File: src/rtl/alarm_clock_pkg.sv
// Shared alarm-clock definitions: FSM state encoding, default timing
// constants and the counter width helper used by the snooze controller
// and its tone generator.
package alarm_clock_pkg;

  typedef enum logic [1:0] {
    ST_IDLE    = 2'd0,
    ST_RINGING = 2'd1,
    ST_SNOOZE  = 2'd2,
    ST_DONE    = 2'd3
  } alarm_state_t;

  localparam int SNOOZE_SECONDS_DEF = 540;
  localparam int RING_TIMEOUT_S_DEF = 60;
  localparam int MAX_SNOOZES_DEF    = 3;

  // Width of the external seconds-remaining bus.
  localparam int REMAIN_OUT_W = 10;

  // Bits needed to hold every value 0..max_val (at least one bit).
  function automatic int cnt_w(input int max_val);
    return (max_val < 1) ? 1 : $clog2(max_val + 1);
  endfunction

  localparam int REM_W_DEF  = cnt_w(SNOOZE_SECONDS_DEF);
  localparam int RING_W_DEF = cnt_w(RING_TIMEOUT_S_DEF);
  localparam int SCNT_W_DEF = cnt_w(MAX_SNOOZES_DEF);

endpackage

File: src/rtl/tone_gen.sv
// 50% duty square-wave divider producing TONE_HZ from CLK_IN.
// While disabled the phase is held at the start of a high half-period,
// so every enable begins with a full high half-cycle.
module tone_gen
  import alarm_clock_pkg::*;
#(
  parameter int CLK_IN  = 5000000,
  parameter int TONE_HZ = 1000
) (
  input  logic clk,
  input  logic rst_n,
  input  logic en,
  output logic tone
);

  localparam int HALF_RAW = CLK_IN / (2 * TONE_HZ);
  localparam int HALF     = (HALF_RAW < 1) ? 1 : HALF_RAW;
  localparam int DIV_W    = cnt_w(HALF);

  logic [DIV_W-1:0] div_cnt;

  // Half-period counter; toggles the tone each time it wraps.
  always_ff @(posedge clk or negedge rst_n) begin
    if (!rst_n) begin
      div_cnt <= '0;
      tone    <= 1'b1;
    end else if (!en) begin
      div_cnt <= '0;
      tone    <= 1'b1;
    end else if (div_cnt == DIV_W'(HALF - 1)) begin
      div_cnt <= '0;
      tone    <= ~tone;
    end else begin
      div_cnt <= div_cnt + 1'b1;
    end
  end

endmodule

File: src/rtl/alarm_snooze_ctrl.sv
// Alarm ring / snooze / stop controller.
// Optional feature macro ALARM_SNOOZE_TONE_EN: when defined, the buzzer is
// the beat gated by a TONE_HZ square wave from tone_gen (passive buzzer);
// otherwise the buzzer is the beat level itself (active buzzer).
module alarm_snooze_ctrl
  import alarm_clock_pkg::*;
#(
  parameter int CLK_IN         = 5000000,
  parameter int TONE_HZ        = 1000,
  parameter int SNOOZE_SECONDS = SNOOZE_SECONDS_DEF,
  parameter int RING_TIMEOUT_S = RING_TIMEOUT_S_DEF,
  parameter int MAX_SNOOZES    = MAX_SNOOZES_DEF
) (
  input  logic                    i_Clk,
  input  logic                    i_Reset_n,
  input  logic                    i_Tick_1Hz,
  input  logic                    i_Alarm_Match,
  input  logic                    i_Alarm_Enable,
  input  logic                    i_Snooze,
  input  logic                    i_Stop,
  output logic                    o_Buzzer,
  output logic                    o_Ringing,
  output logic                    o_Snoozing,
  output logic [REMAIN_OUT_W-1:0] o_Snooze_Remaining
);

  localparam int REM_W  = cnt_w(SNOOZE_SECONDS);
  localparam int RING_W = cnt_w(RING_TIMEOUT_S);
  localparam int SCNT_W = cnt_w(MAX_SNOOZES);

  // Reject tone settings the divider cannot produce.
  if (TONE_HZ < 1 || CLK_IN < 2 * TONE_HZ) begin : g_bad_tone
    $error("alarm_snooze_ctrl: CLK_IN must be at least 2*TONE_HZ");
  end

  alarm_state_t      state, state_nx;
  logic              match_d;
  logic              match_rise;
  logic [RING_W-1:0] ring_secs, ring_secs_nx;
  logic [REM_W-1:0]  rem, rem_nx;
  logic [SCNT_W-1:0] snooze_cnt, snooze_cnt_nx;
  logic              beat, beat_nx;
  logic              buzz_q;

  function automatic logic [RING_W-1:0] ring_inc_sat(input logic [RING_W-1:0] v);
    return (v >= RING_W'(RING_TIMEOUT_S)) ? v : v + 1'b1;
  endfunction

  function automatic logic [SCNT_W-1:0] scnt_inc_sat(input logic [SCNT_W-1:0] v);
    return (v >= SCNT_W'(MAX_SNOOZES)) ? v : v + 1'b1;
  endfunction

  function automatic logic [REM_W-1:0] rem_dec_sat(input logic [REM_W-1:0] v);
    return (v == '0) ? v : v - 1'b1;
  endfunction

  assign match_rise = i_Alarm_Match & ~match_d;

  // Next-state and counter update; disable dominates, then stop, then snooze, then tick.
  always_comb begin
    state_nx      = state;
    ring_secs_nx  = ring_secs;
    rem_nx        = rem;
    snooze_cnt_nx = snooze_cnt;
    beat_nx       = beat;
    if (!i_Alarm_Enable) begin
      state_nx      = ST_IDLE;
      ring_secs_nx  = '0;
      rem_nx        = '0;
      snooze_cnt_nx = '0;
      beat_nx       = 1'b0;
    end else begin
      case (state)
        ST_IDLE: begin
          snooze_cnt_nx = '0;
          if (match_rise) begin
            state_nx     = ST_RINGING;
            ring_secs_nx = '0;
            beat_nx      = 1'b1;
          end
        end
        ST_RINGING: begin
          if (i_Stop) begin
            state_nx = ST_DONE;
            beat_nx  = 1'b0;
          end else if (i_Snooze && (snooze_cnt < SCNT_W'(MAX_SNOOZES))) begin
            // A coincident tick is absorbed here, so the fresh load is not decremented.
            state_nx      = ST_SNOOZE;
            rem_nx        = REM_W'(SNOOZE_SECONDS);
            snooze_cnt_nx = scnt_inc_sat(snooze_cnt);
            beat_nx       = 1'b0;
          end else if (i_Tick_1Hz) begin
            ring_secs_nx = ring_inc_sat(ring_secs);
            beat_nx      = ~beat;
            if (ring_secs_nx >= RING_W'(RING_TIMEOUT_S)) begin
              state_nx = ST_DONE;
              beat_nx  = 1'b0;
            end
          end
        end
        ST_SNOOZE: begin
          if (i_Stop) begin
            state_nx = ST_DONE;
            rem_nx   = '0;
          end else if (i_Tick_1Hz) begin
            rem_nx = rem_dec_sat(rem);
            if (rem <= REM_W'(1)) begin
              state_nx     = ST_RINGING;
              ring_secs_nx = '0;
              beat_nx      = 1'b1;
            end
          end
        end
        ST_DONE: begin
          // Wait for the match window to close so the same second cannot re-trigger.
          if (!i_Alarm_Match) begin
            state_nx      = ST_IDLE;
            snooze_cnt_nx = '0;
          end
        end
        default: state_nx = ST_IDLE;
      endcase
    end
  end

  // State, counters and registered outputs.
  always_ff @(posedge i_Clk or negedge i_Reset_n) begin
    if (!i_Reset_n) begin
      state              <= ST_IDLE;
      // Held high out of reset so a match level present at release is not an edge.
      match_d            <= 1'b1;
      ring_secs          <= '0;
      rem                <= '0;
      snooze_cnt         <= '0;
      beat               <= 1'b0;
      buzz_q             <= 1'b0;
      o_Ringing          <= 1'b0;
      o_Snoozing         <= 1'b0;
      o_Snooze_Remaining <= '0;
    end else begin
      state              <= state_nx;
      match_d            <= i_Alarm_Match;
      ring_secs          <= ring_secs_nx;
      rem                <= rem_nx;
      snooze_cnt         <= snooze_cnt_nx;
      beat               <= beat_nx;
      buzz_q             <= (state_nx == ST_RINGING) & beat_nx;
      o_Ringing          <= (state_nx == ST_RINGING);
      o_Snoozing         <= (state_nx == ST_SNOOZE);
      o_Snooze_Remaining <= (state_nx == ST_SNOOZE) ? REMAIN_OUT_W'(rem_nx) : '0;
    end
  end

`ifdef ALARM_SNOOZE_TONE_EN
  logic tone;

  // Tone phase restarts whenever ringing begins because the divider idles outside RINGING.
  tone_gen #(
    .CLK_IN  (CLK_IN),
    .TONE_HZ (TONE_HZ)
  ) u_tone_gen (
    .clk   (i_Clk),
    .rst_n (i_Reset_n),
    .en    (o_Ringing),
    .tone  (tone)
  );

  assign o_Buzzer = buzz_q & tone;
`else
  assign o_Buzzer = buzz_q;
`endif

endmodule

File: config.mk
export PLATFORM = sky130hd
export DESIGN_NAME = alarm_snooze_ctrl
export DESIGN_NICKNAME = d
export VERILOG_FILES = /design/src/rtl/alarm_clock_pkg.sv /design/src/rtl/tone_gen.sv /design/src/rtl/alarm_snooze_ctrl.sv
export SDC_FILE = /design/constraint.sdc
export NUM_CORES = 1
export LEC_CHECK = 0
export ABC_CLOCK_PERIOD_IN_PS = 2300
export CAP_MARGIN = 20
export CORE_MARGIN = 10
export CORE_UTILIZATION = 40
export CTS_CLUSTER_SIZE = 12
export DETAILED_ROUTE_END_ITERATION = 6
export HOLD_SLACK_MARGIN = 0.08
export SYNTH_ARGS = -nofsm -noshare
export SYNTH_HDL_FRONTEND = slang
export SYNTH_SLANG_ARGS = --single-unit
File: constraint.sdc
create_clock -name i_Clk -period 2.3 [get_ports i_Clk]
set_input_delay 0.23 -clock i_Clk [delete_from_list [all_inputs] [get_ports i_Clk]]
set_output_delay 0.23 -clock i_Clk [all_outputs]
set_load 0.02 [all_outputs]
==> results of run 1 <==
through the flow:
step                setup WS (ns)   util
global route              0.00356  0.520
finish                      0.117  0.520
global placement            0.107  0.500
floorplan                   0.183      -
CTS                         0.110  0.518
detailed placement         0.0842  0.500
metal layers:
metal | vias up | part of all wire | GRT usage | routed length, um
met4 | 0 | 0.028 | 0.0684 | 157
met3 | 11 | 0.059 | 0.0304 | 331
met2 | 43 | 0.44 | 0.196 | 2500
met1 | 948 | 0.47 | 0.183 | 2650
li1 | 957 | - | - | -
met5 | - | 0 | 0 | 0
what timing repair did:
item,in CTS,in global routing
resized for setup,0,3
endpoints found under the setup margin,0,4
hold buffers,1,0
endpoints found under the hold margin,34,0
cell usage after synthesis, types with 2 or more instances:
library cell   n
a211oi_1       3
a21boi_0       2
a21o_1         2
a21oi_1       11
a31oi_1        4
and2_1         5
and3_1         4
buf_2          2
clkbuf_1      13
dfrtp_1       34
ha_1           8
inv_1         11
mux2i_1        3
nand2_1       19
nand2b_1       6
nand3_1       12
nand4_1        4
nand4b_1       2
nor2_1        20
nor2b_1        4
nor3_1         6
nor3b_1        9
nor4_1         2
nor4b_1        2
nor4bb_1       2
o211ai_1       4
o21ai_0        9
o221a_2        4
o22ai_1        2
o311a_2        2
o311ai_0       2
o31ai_1        2
or3_1          3
cell families (layout without fill, tap and decap cells):
| group | Yosys count | in the layout | share of synthesized area |
|---|---|---|---|
| simple gates | 109 | 109 | 0.286 |
| compound gates | 57 | 57 | 0.195 |
| flops | 35 | 35 | 0.404 |
| buf+inv | 26 | 64 | 0.0461 |
| fa+ha+maj | 8 | 8 | 0.0461 |
| mux | 4 | 4 | 0.0190 |
| xor+xnor | 1 | 1 | 0.00403 |
layout make-up:
cell class / count / area [um^2]
Timing Repair Buffer: 45 / 395
Multi-Input combinational cell: 179 / 1210
Sequential cell: 35 / 877
Clock inverter: 1 / 5.00
Clock buffer: 7 / 76.3
Inverter: 11 / 41.3
Tap cell: 70 / 87.6
Fill cell: 482 / 2480
final timing paths:
| check | startpoint | to | depth (start not counted) |
|---|---|---|---|
| min in group asynchronous | i_Reset_n | o_Snooze_Remaining[8] | 2 |
| worst min-delay path | i_Alarm_Match | match_d | 1 |
| worst min register to register | snooze_cnt[1] | snooze_cnt[1] | 2 |
| max in group asynchronous | i_Reset_n | o_Snoozing | 2 |
| worst max-delay path | state[0] | o_Snooze_Remaining[6] | 7 |
| worst max register to register | state[0] | o_Snooze_Remaining[6] | 7 |
cells in the final DEF (no fill, tap or decap), drive strengths merged, types with 5 or more instances in the layout:
master | Yosys | routed
dfrtp | 34 | 34
buf | 2 | 26
nor2 | 20 | 20
nand2 | 19 | 19
clkdlybuf4s50 | 0 | 18
nand3 | 13 | 13
inv | 11 | 11
a21oi | 11 | 11
nor3b | 9 | 9
o21ai | 9 | 9
ha | 8 | 8
clkbuf | 13 | 7
nand2b | 6 | 6
nor3 | 6 | 6
and2 | 5 | 5
and3 | 5 | 5
state kept, by name, summed over array words and instances, names as in the netlist:
| register | cells |
|---|---|
| o_Snoozing | 1 |
| match_d | 1 |
| snooze_cnt | 2 |
| beat | 1 |
| o_Ringing | 1 |
| rem | 10 |
| ring_secs | 6 |
| o_Buzzer | 1 |
| state | 2 |
| o_Snooze_Remaining | 10 |
critical path: cells and delay by family, from the launching register on:
family          cells  cell delay [ns]
compound gates      3             0.61
simple gates        2             0.58
flops               1             0.42
fa+ha+maj           1             0.39
buf+inv             1             0.11
power by group:
group / internal (uW) / switching (uW) / total, uW
sequential: 681 / 57.1 / 738
clock: 212 / 216 / 428
combinational: 660 / 869 / 1530
==> flow_summary.ini, run 1 <==
[worst_setup_path]
critical_path.max_stage_delay_ns = 0.42
crit_path_start_kind = flip-flop
worst_path_most_repeated_cell = nor3b_1
cp.arrival_ns = 2.39
crit_type = flip-flop to flip-flop
slowest_stage = dfrtp_1
crit_fanout = 5
required_ns = 2.51
crit_chain = inv_1, ha_1, nor3b_1, o311a_2, a21oi_1, a311oi_1, nor3b_1
r2r_slack_ns = 0.12
endpoint_kind = flip-flop

[cells_and_area]
drive_gt1_frac = 0.176
syn2layout_area_growth_pct = 23.8
final_area_mm2 = 0.00269
final_cells = 348
diodes = 0
fin_nets = 292

[grt]
grt_max_degree = 36
grt.total_usage = 0.135
grt_pass1_wl_um = 9460
grt_overflow = 0
first_global_vias = 1897
grt_antenna_before_repair = 0

[timing]
slew_violations = 0
relSlewSlack = 0.486
post-route-min-period_ns = 2.18
setup_viol = 0
fin_tns_setup_ns = 0
tightestPinTransition_ns = 0.771
max_freq_mhz = 458
finalHoldViolCount = 0
rsz0062_at_grt = no
skew_ns = 0.00387
post-route-period-util = 0.949
holdWs_ns = 0.438

[detailed_routing]
vias = 1959
antenna_left = 0
drc_errors = 0
first_pass_iters = 4
viasPerCell = 5.63
wl_per_cell_um = 16.2
wl_um = 5630
drt_iter0_markers = 130

[place]
hpwl_um = 4170
gp_congestion = 0.900
placed_cells = 339
place_area_mm2 = 0.00259
portBuffers = 19

[status]
outcome = completed

[floorplanning]
die_area_mm2 = 0.00878
core_mm2 = 0.00517
num_rows = 26
die_w_um = 93.7
ios = 20
start_util = 0.420
die-height_um = 93.7

[clock_network]
clock_path_buffers = 2
clk_pin_slew_worst_paths_ns = 0.07
h-tree-depth = 2
cts_buffers = 5
cts_root_buf = clkbuf_8
clk_latency_ns = 0.29
cts_tree = done
postCtsSetupRepairBufs = 0
cts.sinks = 35

[synth]
synth.distinct_cells = 55
synth_warnings = 0
ys_ff_latch = 35
synth_area_leaders = dfrtp_1, ha_1, nor2_1
syn-num-nets = 255
postSynthAreaPerCell_um2 = 9.05
syn_inst = 240
ys_async_sr_fraction = 1.00
ys.flop_type = dfrtp_1
netlist_area_mm2 = 0.00217
synth_top_area_frac = 0.392
synth_edf_count = 0
yosysTopAreaCell = dfrtp_1
ys_seq_area_frac = 0.404

[power_and_ir_drop]
p_leak_uw = 0.00118
fin_total_pwr_uw = 2690
power.density_mw_per_mm2 = 1000
peakVddDrop_uv = 437

[min_path]
hold_class = input port to flip-flop

[job]
cap_violations = 0
Power figures use the tool's default switching activity.
==> run 2, diff against run 1 <==
Settings changed: CORE_MARGIN 10 to 2.
==> flow_summary.ini, run 2 (same netlist as run 1, synthesis figures left out) <==
[clock_network]
clk_latency_ns = 0.28
clock_path_buffers = 2
h-tree-depth = 2
cts_tree = done
cts_root_buf = clkbuf_8
cts.sinks = 35
cts_buffers = 5
clk_pin_slew_worst_paths_ns = 0.07

[worst_setup_path]
rr_startpoint = state[0]
rr_worst_depth = 8
crit_chain = inv_1, ha_1, nor4bb_1, buf_4, o22ai_1, a31oi_1, o22ai_1, and2_1
worst_path_most_repeated_cell = o22ai_1
crit_family = simple AND/OR/NAND/NOR gates
critical_path.max_stage_delay_ns = 0.41
r2r_slack_ns = 0.16
crit_path_start_kind = flip-flop
r2r-end = rem[1]
endpoint_kind = flip-flop
slowest_stage = dfrtp_1
required_ns = 2.47
startpoint = state[0]
crit_fanout = 6
crit_type = flip-flop to flip-flop
critPathBufInv = 2
cp.arrival_ns = 2.32

[power_and_ir_drop]
p_leak_uw = 0.00118
power.density_mw_per_mm2 = 1030
peakVddDrop_uv = 429

[grt]
grt_antenna_before_repair = 0
grt_overflow = 0
grt_pass1_wl_um = 9180
grt.total_usage = 0.192
grt_max_degree = 36
first_global_vias = 1860

[status]
outcome = completed

[place]
portBuffers = 19
hpwl_um = 3960
place_area_mm2 = 0.00257
gp_congestion = 0.886

[timing]
relSlewSlack = 0.484
max_freq_mhz = 466
finalHoldViolCount = 0
setup_viol = 0
rsz0062_at_grt = no
skew_ns = 0.00769
tightestPinTransition_ns = 0.774
fin_tns_setup_ns = 0
slew_violations = 0
post-route-period-util = 0.932
post-route-min-period_ns = 2.14

[floorplanning]
core_mm2 = 0.00517
die_area_mm2 = 0.00604
die_w_um = 77.7
ios = 20
die-height_um = 77.7
num_rows = 26
start_util = 0.420

[detailed_routing]
vias = 1978
drc_errors = 0
first_pass_iters = 4
wl_um = 5370
viasPerCell = 5.68
drt_iter0_markers = 163
antenna_left = 0
wl_per_cell_um = 15.4

[cells_and_area]
diodes = 0
final_area_mm2 = 0.00270
fin_nets = 292
syn2layout_area_growth_pct = 24.4
top_regs = o_Snooze_Remaining x10, rem x10, ring_secs x6
fill_cells = 498
drive_gt1_frac = 0.187
final_common_cell = dfrtp_1
mostFrequentLayoutCells = dfrtp_1, buf_4, nor2_1, nand2_1, clkdlybuf4s50_1

[min_path]
min_to = match_d
hold_class = input port to flip-flop
min-delay-start = i_Alarm_Match
whs_path_depth = 1

[job]
cap_violations = 0
-- run 2: layer usage --
layer / global-route usage / vias to the layer above / share of wire
met5: 0 / - / 0
met4: 0.0482 / 0 / 0.0082
met3: 0.0360 / 4 / 0.065
met2: 0.272 / 62 / 0.43
met1: 0.297 / 953 / 0.49
li1: - / 959 / -
-- run 2: through the flow --
stage               std cells  total power, uW  utilization  hold WS, ns  setup slack (ns)
floorplan                 240             1720            -      -0.0656             0.183
global placement          338             2260        0.496        0.358             0.107
detailed placement        338             2250        0.496        0.363            0.0577
CTS                       347             2750        0.517        0.446            0.0978
global route              348             2990        0.522        0.477            0.0217
finish                    348             2780        0.522        0.447             0.156
-- run 2: power breakdown --
part           total, uW  switching (uW)  internal (uW)  leakage [uW]
clock                477             204            273     0.0000515
combinational       1570             883            683      0.000652
sequential           738            56.7            681      0.000482
total               2780            1140           1640       0.00118
-- run 2: worst max path at each step --
stage                                 end  slack [ns]  depth (start not counted)
floorplan           o_Snooze_Remaining[4]        0.18                          9
global placement    o_Snooze_Remaining[7]        0.11                          6
detailed placement  o_Snooze_Remaining[5]        0.06                          8
CTS                 o_Snooze_Remaining[6]         0.1                          8
global route        o_Snooze_Remaining[5]        0.02                          7
finish                             rem[1]        0.16                          8
-- run 2: area by class of cell --
type / count / area [um^2] / area share
clock buffers: 8 / 100 / 0.0370
inverters: 11 / 41.3 / 0.0153
multi-input cells: 179 / 1210 / 0.449
flip-flops and latches: 35 / 877 / 0.325
well taps: 70 / 87.6 / 0.0324
repair buffers: 45 / 383 / 0.142
-- run 2: repair_timing --
action | 4_1_cts | 5_1_grt
endpoints found under the setup margin | 0 | 9
endpoints found under the hold margin | 34 | 0
setup buffers | 0 | 1
hold buffers | 1 | 0
gates resized for setup | 0 | 5
==> run 3, diff against run 2 <==
Settings changed: CTS_CLUSTER_DIAMETER set to 50.
==> results of run 3 <==
Same layout as run 2: the final DEF is identical, and so are final timing and power.
